File: src/rtl/hash_io_if.sv
// hash_io_if
// Host-side I/O wrapper for a hash core. The host writes the 32-bit message
// block as two IOW-bit half-words and reads the digest back one word at a time,
// most significant word first. Every host transfer is acknowledged with a
// single-cycle ack, so a request that stays high transfers at most once every
// two cycles.
//
// Ports
//   clk          rising-edge clock
//   rst_n        asynchronous active-low reset
//   init         host: start a new message (has priority over load/fetch)
//   load         host: write idata into the message block
//   fetch        host: read one digest word into odata
//   idata        host write data (IOW bits)
//   ack          one-cycle transfer acknowledge
//   odata        host read data, registered; holds between fetches
//   err          sticky protocol-error flag, cleared by init or reset
//   core_init    one-cycle pulse: core clears its chaining state
//   core_start   one-cycle pulse: core_msg is valid
//   core_msg     32-bit message block to the core
//   core_done    one-cycle pulse from the core: block finished
//   core_digest  current digest (DGW bits), stable while the core is idle
module hash_io_if #(
    parameter int IOW = 16,
    parameter int DGW = 256
) (
    input  logic           clk,
    input  logic           rst_n,
    input  logic           init,
    input  logic           load,
    input  logic           fetch,
    input  logic [IOW-1:0] idata,
    output logic           ack,
    output logic [IOW-1:0] odata,
    output logic           err,
    output logic           core_init,
    output logic           core_start,
    output logic [31:0]    core_msg,
    input  logic           core_done,
    input  logic [DGW-1:0] core_digest
);

    localparam int NW  = DGW / IOW;
    localparam int FPW = (NW > 1) ? $clog2(NW) : 1;

    typedef enum logic [1:0] {
        S_EMPTY,
        S_LOAD,
        S_BUSY
    } state_t;

    state_t         state_reg;
    logic           hw_reg;
    logic [FPW-1:0] fp_reg;

    // Digest split into host-sized words; word 0 is the most significant.
    logic [IOW-1:0] dig_word [NW];

    generate
        for (genvar gi = 0; gi < NW; gi++) begin : g_dig_word
            assign dig_word[gi] = core_digest[DGW-1-IOW*gi -: IOW];
        end
    endgenerate

    always_ff @(posedge clk or negedge rst_n) begin
        if (!rst_n) begin
            state_reg  <= S_EMPTY;
            hw_reg     <= 1'b0;
            fp_reg     <= '0;
            ack        <= 1'b0;
            err        <= 1'b0;
            core_init  <= 1'b0;
            core_start <= 1'b0;
            odata      <= '0;
            core_msg   <= '0;
        end else begin
            // Pulses last exactly one cycle.
            ack        <= 1'b0;
            core_init  <= 1'b0;
            core_start <= 1'b0;

            if (init && !ack) begin
                // Accepted in any state; abandons any block in flight.
                // core_start is not raised on this path, so it can never
                // coincide with core_init.
                core_init <= 1'b1;
                ack       <= 1'b1;
                hw_reg    <= 1'b0;
                fp_reg    <= '0;
                err       <= 1'b0;
                state_reg <= S_LOAD;
            end else begin
                // core_done is only meaningful while a block is running.
                // Host requests held during S_BUSY are served on the edge
                // after the return to S_LOAD, not on the core_done edge.
                if (state_reg == S_BUSY && core_done) begin
                    state_reg <= S_LOAD;
                end

                if (!ack && state_reg != S_BUSY) begin
                    if (load && fetch) begin
                        err <= 1'b1;
                    end else if (state_reg == S_EMPTY) begin
                        if (load || fetch) begin
                            err <= 1'b1;
                        end
                    end else if (load) begin
                        ack <= 1'b1;
                        if (!hw_reg) begin
                            core_msg[31:16] <= 16'(idata);
                            hw_reg          <= 1'b1;
                        end else begin
                            core_msg[15:0] <= 16'(idata);
                            hw_reg         <= 1'b0;
                            core_start     <= 1'b1;
                            state_reg      <= S_BUSY;
                        end
                    end else if (fetch) begin
                        // Reading the digest mid-block (half a message
                        // written) is a protocol error.
                        if (hw_reg) begin
                            err <= 1'b1;
                        end else begin
                            odata  <= dig_word[fp_reg];
                            fp_reg <= (fp_reg == FPW'(NW - 1)) ? '0 : fp_reg + 1'b1;
                            ack    <= 1'b1;
                        end
                    end
                end
            end
        end
    end

endmodule

File: config.mk
export PLATFORM = sky130hd
export DESIGN_NAME = hash_io_if
export DESIGN_NICKNAME = d
export VERILOG_FILES = /design/src/rtl/hash_io_if.sv
export SDC_FILE = /design/constraint.sdc
export NUM_CORES = 1
export LEC_CHECK = 0
export CAP_MARGIN = 10
export CORE_AREA = 2 2 128 130
export DETAILED_ROUTE_END_ITERATION = 16
export DIE_AREA = 0 0 130 132
export PLACE_DENSITY = 0.78
export SLEW_MARGIN = 40
export SYNTH_ARGS = -nofsm -noshare
export SYNTH_HDL_FRONTEND = slang
export SYNTH_SLANG_ARGS = --single-unit
File: constraint.sdc
create_clock -name clk -period 3.2 [get_ports clk]
set_input_delay 0.32 -clock clk [delete_from_list [all_inputs] [get_ports clk]]
set_output_delay 0.32 -clock clk [all_outputs]
set_load 0.1 [all_outputs]
### Yosys cells after proc, flatten, opt, wreduce, memory -nomap -nowiden

Cells that the tools add are included.

* reduce and logical (&&, ||, !) cells: 18
* add/sub/neg operators: 1
* bitwise operators: 6
* multiplexer cells: 45
* magnitude comparators: 1
* equal/unequal tests: 9

Operators with widths (number)
* binary-select mux 16 bit (select 4 bit): 1
* two-way mux 16 bit: 2
* two-way mux 4 bit: 8
* two-way mux 1 bit: 27
* AND reduction 6 bit: 3
* two-way mux 2 bit: 7
* nonzero test 4 bit: 2
* AND reduction 7 bit: 1
* != test 2 bit, second input constant: 3
* nonzero test 2 bit: 3
* greater-or-equal comparator 5 bit, second input constant: 1
* inverter 1 bit: 5
* inverter 4 -> 5 bit: 1
* AND reduction 5 bit: 1
* adder 4 x 1 -> 4 bit, second input constant: 1
* == test 4 bit, second input constant: 1
* logical AND 1 bit: 4
* != test 2 x 1 -> 1 bit, second input constant: 2
* != test 4 x 1 -> 1 bit, second input constant: 1
* != test 4 x 3 -> 1 bit, second input constant: 1
* AND reduction 4 bit: 1
* == test 2 bit, second input constant: 1
* zero test 2 bit: 1
* zero test 1 bit: 1
* logical OR 1 bit: 1

* output and inout port bits: 52
* input bits: 278
* word-level logic and storage cells: 90
* bits in registers: 59

### Depth between registers and ports, before layout

* word-level depth: 9
* mapped depth: 7
* gate-level depth less buffers: 4

### Worst setup path after synthesis

No wires, ideal clock.

* path type: register to register
* from: register ack
* to: register core_msg[22]
* stages on the path, launching flop included: 6
* data arrival time: 2010 ps
* slack: 1065 ps
* setup time: 125 ps
* cells stage by stage: dfrtp_1 nand4bb_1 or3_1 buf_6 buf_12 mux2_4

* word-level cells in the longest chain between the ends: 4

RTL lines
* from (decl): line 33 `output logic ack,`
* from (signal assigned): line 70 `ack <= 1'b0;`
* from (signal assigned): line 78 `ack <= 1'b0;`
* from (signal assigned): line 87 `ack <= 1'b1;`
* zero test 1 bit *: line 82, 100
* logical AND 1 bit: line 82 `if (init && !ack) begin`
* inverter 1 bit (no source line)
* AND reduction 6 bit (no source line) *
* to (signal assigned): line 110 `core_msg[31:16] <= 16'(idata);`
* to (decl): line 38 `output logic [31:0] core_msg,`

Mark *: on every way between the ends. The rest lies on a longest branch, timed or not.
A chain may end at the register's enable or synchronous reset.

### Worst setup path in the final report

* from: register fp_reg[2]
* to: register odata[7]

* word-level cells in the longest chain between the ends: 4

RTL lines
* from (decl): line 54 `logic [FPW-1:0] fp_reg;`
* from (signal assigned): line 125 `fp_reg <= (fp_reg == FPW'(NW - 1)) ? '0 : fp_reg + 1'b1;`
* inverter 4 -> 5 bit (not written as such): line 124 `odata <= dig_word[fp_reg];`
* binary-select mux 16 bit (select 4 bit): line 124
* two-way mux 16 bit (not written as such) (2 in series): line 124
* to (signal assigned): line 124
* to (decl): line 34 `output logic [IOW-1:0] odata,`

Every way passes these cells. The select of a mux whose other input is x is not followed.

==> impl_summary.log <==
[metrics] CTS tree: built
[metrics] synthesized net count: between 500 and 600
[metrics] die boundary width: between 100 and 150 µm
[metrics] power per standard cell area: slightly below 800 mW/mm²
[metrics] antenna cells: 0
[metrics] Fin Hold WS: 0.482 ns
[metrics] largest net degree at the start of global routing: 53
[metrics] total overflow reported by the global router: 0
[metrics] static leakage: about 0.003 µW
[metrics] floorplan die area: about 0.017 mm²
[metrics] Seq/Total Area, Yosys: a little over a third
[metrics] number of antenna violations at the first check in global routing: 2
[metrics] top cell type's share of synthesized area: 34.7%
[metrics] overall routing resource usage: 20.1%
[metrics] result of the run: finished clean
[metrics] data required time of the worst path: about 3.4 ns
[metrics] hold violation total from the final report: 0
[metrics] combinational family with the most area after synthesis: multiplexers
[metrics] Max Clock Freq: 471 MHz
[metrics] detailed-route vias per instance: approximately 5.0
[metrics] total wire length after detailed routing: between 15000 and 20000 µm
[metrics] total setup violations reported at the end of the flow: 0
[metrics] post-synthesis average cell area: 14.3 µm²
[metrics] XOR/XNOR share of the synthesized area: less than 1%
[metrics] number of nets at the end of the flow: ~900
[metrics] number of iterations in the first detailed-routing pass: 4
[metrics] Yosys Warn Count: 0
[metrics] most area-consuming cells after synthesis: dfrtp_1, mux4_2, mux2_2, o22ai_1, mux2_4
[metrics] vias: between 4000 and 5000
[metrics] count of pins on the block boundary: 330
[metrics] layout cell share with drive strength beyond 1: a little under a third
[metrics] wire length of the first global-routing pass: roughly 26000 µm
[metrics] core area: ~0.016 mm²
[metrics] clock period minus worst slack: 2.12 ns
[metrics] P&R area growth vs syn: 82.9%
[metrics] RSZ-0062 raised after global routing: no
[metrics] slew at the pin closest to its max-slew limit: a little over 0.7 ns
[metrics] DR DRC count: 0
[metrics] worst slack, placed: ~0.87 ns
[metrics] initial standard-cell utilization of the core: 27.1%
[metrics] mux share of post-synthesis cell area: between 40% and 50%
[metrics] root buffer cell: clkbuf_16
[metrics] simple-gate portion of the synthesized area: roughly 3.7%
[metrics] Max clock buf depth: 2
[metrics] number of placement rows: 46
[metrics] Worst slew margin: 52.7%
[metrics] max_cap viols: 0
[metrics] sum of negative setup slack: 0 ns
[metrics] critical register-to-register path startpoint: fp_reg[2]$_DFFE_PN0P_
[metrics] Chip Height: ~130 µm
[metrics] routability congestion estimate from global placement: a little under 0.9
[metrics] number of nets still failing antenna checks after routing: 0
[metrics] maximum resistive drop on vdd: just under 600 µV
[metrics] cell accounting for the most synthesized area: dfrtp_1
[metrics] HPWL after detailed placement: around 15000 µm
[metrics] First DRT Iteration DRCs: roughly 140
[metrics] kind of start point of the critical path: flop
[metrics] Worst Skew: between 0.008 and 0.009 ns
[metrics] WL per Instance: about 21 µm
[metrics] compound-cell area share of the yosys netlist: ~8.9%
[metrics] Register-to-Register Path Depth: 4
[metrics] CTS Sinks: 59
[metrics] Min-Delay Path Class: primary input to async pin
[metrics] number of pins exceeding their max-slew limit in the final report: 0
[metrics] post-synth design cell area: 0.00426 mm²
[metrics] synthesized instance count: slightly below 300
[metrics] clock transition time at the flip-flop clock pins of the worst setup and hold paths: ~0.06 ns
[metrics] Synth Area in Adders: less than 1%
[metrics] # port buffers: ~330
[metrics] setup slack after layout: around 1.1 ns
[metrics] fill cell count: 1395
[metrics] data arrival time of the worst path: about 2.3 ns
[metrics] number of buffers added by the clock tree synthesis step: 9
[metrics] capturing element type of the critical path: flop
[metrics] instance count after placement with tap cells included: 820
[metrics] CTS H-tree depth: 3
[metrics] number of flip-flops in the largest register: 32
[metrics] reg-to-reg setup timing slack: approximately 1.1 ns
[metrics] count of different cell masters after synthesis: 33
[metrics] final instance count without filler cells: 837
[metrics] critical path type: flop to flop
[metrics] worst setup path start: fp_reg[2]$_DFFE_PN0P_
[metrics] worst skew pair latency: between 0.3 and 0.4 ns
[metrics] number of synthesized register bits: between 50 and 60
[metrics] maximum net fanout on the critical path: 36
[metrics] part of the cycle the worst path needs: about two thirds
[metrics] end of the worst register-to-register path: odata[7]$_DFFE_PN0P_
[metrics] vias in the first global route: 4594
[kinds of logic (layout without fill, tap and decap cells)]
kind of cell / count (synthesis) / after routing
muxes: 112 / 112
AOI/OAI and AO/OA: 65 / 65
DFF: 59 / 59
buffers and inverters: 34 / 357
and+or+nand+nor: 26 / 26
adders and majority gates: 1 / 1
xor gates and xnor gates: 1 / 1
[critical path, cell delays in order (launching register included)]
cell and delay [ns]:
dfrtp_4 0.86, mux4_2 0.59, mux2_2 0.29, o22ai_1 0.12
a21oi_1 0.06
[cell usage in the layout (no fill, tap or decap), types with 2 or more instances in the layout]
cell type          n
nand3_1            3
inv_1              4
or2_2              2
o22ai_1           32
buf_12             2
buf_2             51
buf_4              7
clkbuf_16          9
bufinv_16          2
mux2_1             8
dfrtp_1           57
a21oi_1           25
o21ai_0            5
mux2_4            10
clkinv_2           3
nor2b_1            2
clkdlybuf4s50_1  276
mux4_2            64
clkinv_4           2
nor2_1             4
nand2_1            5
mux2_2            30
[where the power goes]
group | internal, µW | switching [µW] | leakage, µW
combinational | 967 | 2820 | 0.00212
sequential | 1070 | 202 | 0.000715
clock | 679 | 350 | 0.000159
total | 2710 | 3370 | 0.00299
[cells in the mapped netlist, drive strengths merged]
cell type  number
or3             2
a2111oi         1
nand4           1
nand2           5
o21ai           5
nand2b          1
nor2            4
mux2           48
nor3            1
xor2            1
o22a            1
mux4           64
ha              1
nand3           4
buf            24
nor3b           1
and3            1
nor2b           2
a21oi          25
o22ai          32
inv             4
a311o           1
nand4bb         1
dfrtp          59
or2             2
clkbuf          6
nand3b          1
[layer usage]
layer,GRT usage (%),wire length (µm),up-vias
met2,36.7,9320,205
li1,-,-,1872
met5,0,21,-
met3,6.17,1640,29
met1,22.6,6430,2072
met4,4.54,280,4
[timing repair]
action	in CTS	in global routing
hold buffers	0	1
gates resized for setup	0	0
hold endpoints to repair	0	31
buffers inserted	0	0
[how the worst max path moves through the flow]
stage                               endpoint  slack, ns  cells past startpoint
finish                  odata[7]$_DFFE_PN0P_       1.08                      4
global route           odata[14]$_DFFE_PN0P_       0.93                      4
CTS                     odata[3]$_DFFE_PN0P_       1.04                      4
detailed placement   core_msg[5]$_DFFE_PN0P_       0.87                      5
global placement    core_msg[25]$_DFFE_PN0P_       0.86                      4
floorplan           core_msg[22]$_DFFE_PN0P_       1.06                      5
[per-stage QoR]
step	cell area [µm²]	utilization [%]	power, µW
final	7780	49.5	6080
after global routing	7780	49.5	6310
after CTS	7770	49.5	6130
after floorplan	4260	-	4170
after detailed placement	7450	47.4	5080
after global placement	7710	49.0	5330
[area by class of cell]
class / count / area, µm² / area share [%]
sequential: 59 / 1480 / 19.0
tap: 216 / 270 / 3.47
inverter: 4 / 15.0 / 0.193
clock inverter: 7 / 92.6 / 1.19
multi-input combinational: 205 / 2580 / 33.1
timing repair buffer: 337 / 3120 / 40.1
clock buffer: 9 / 225 / 2.89
Power figures use the tool's default switching activity.
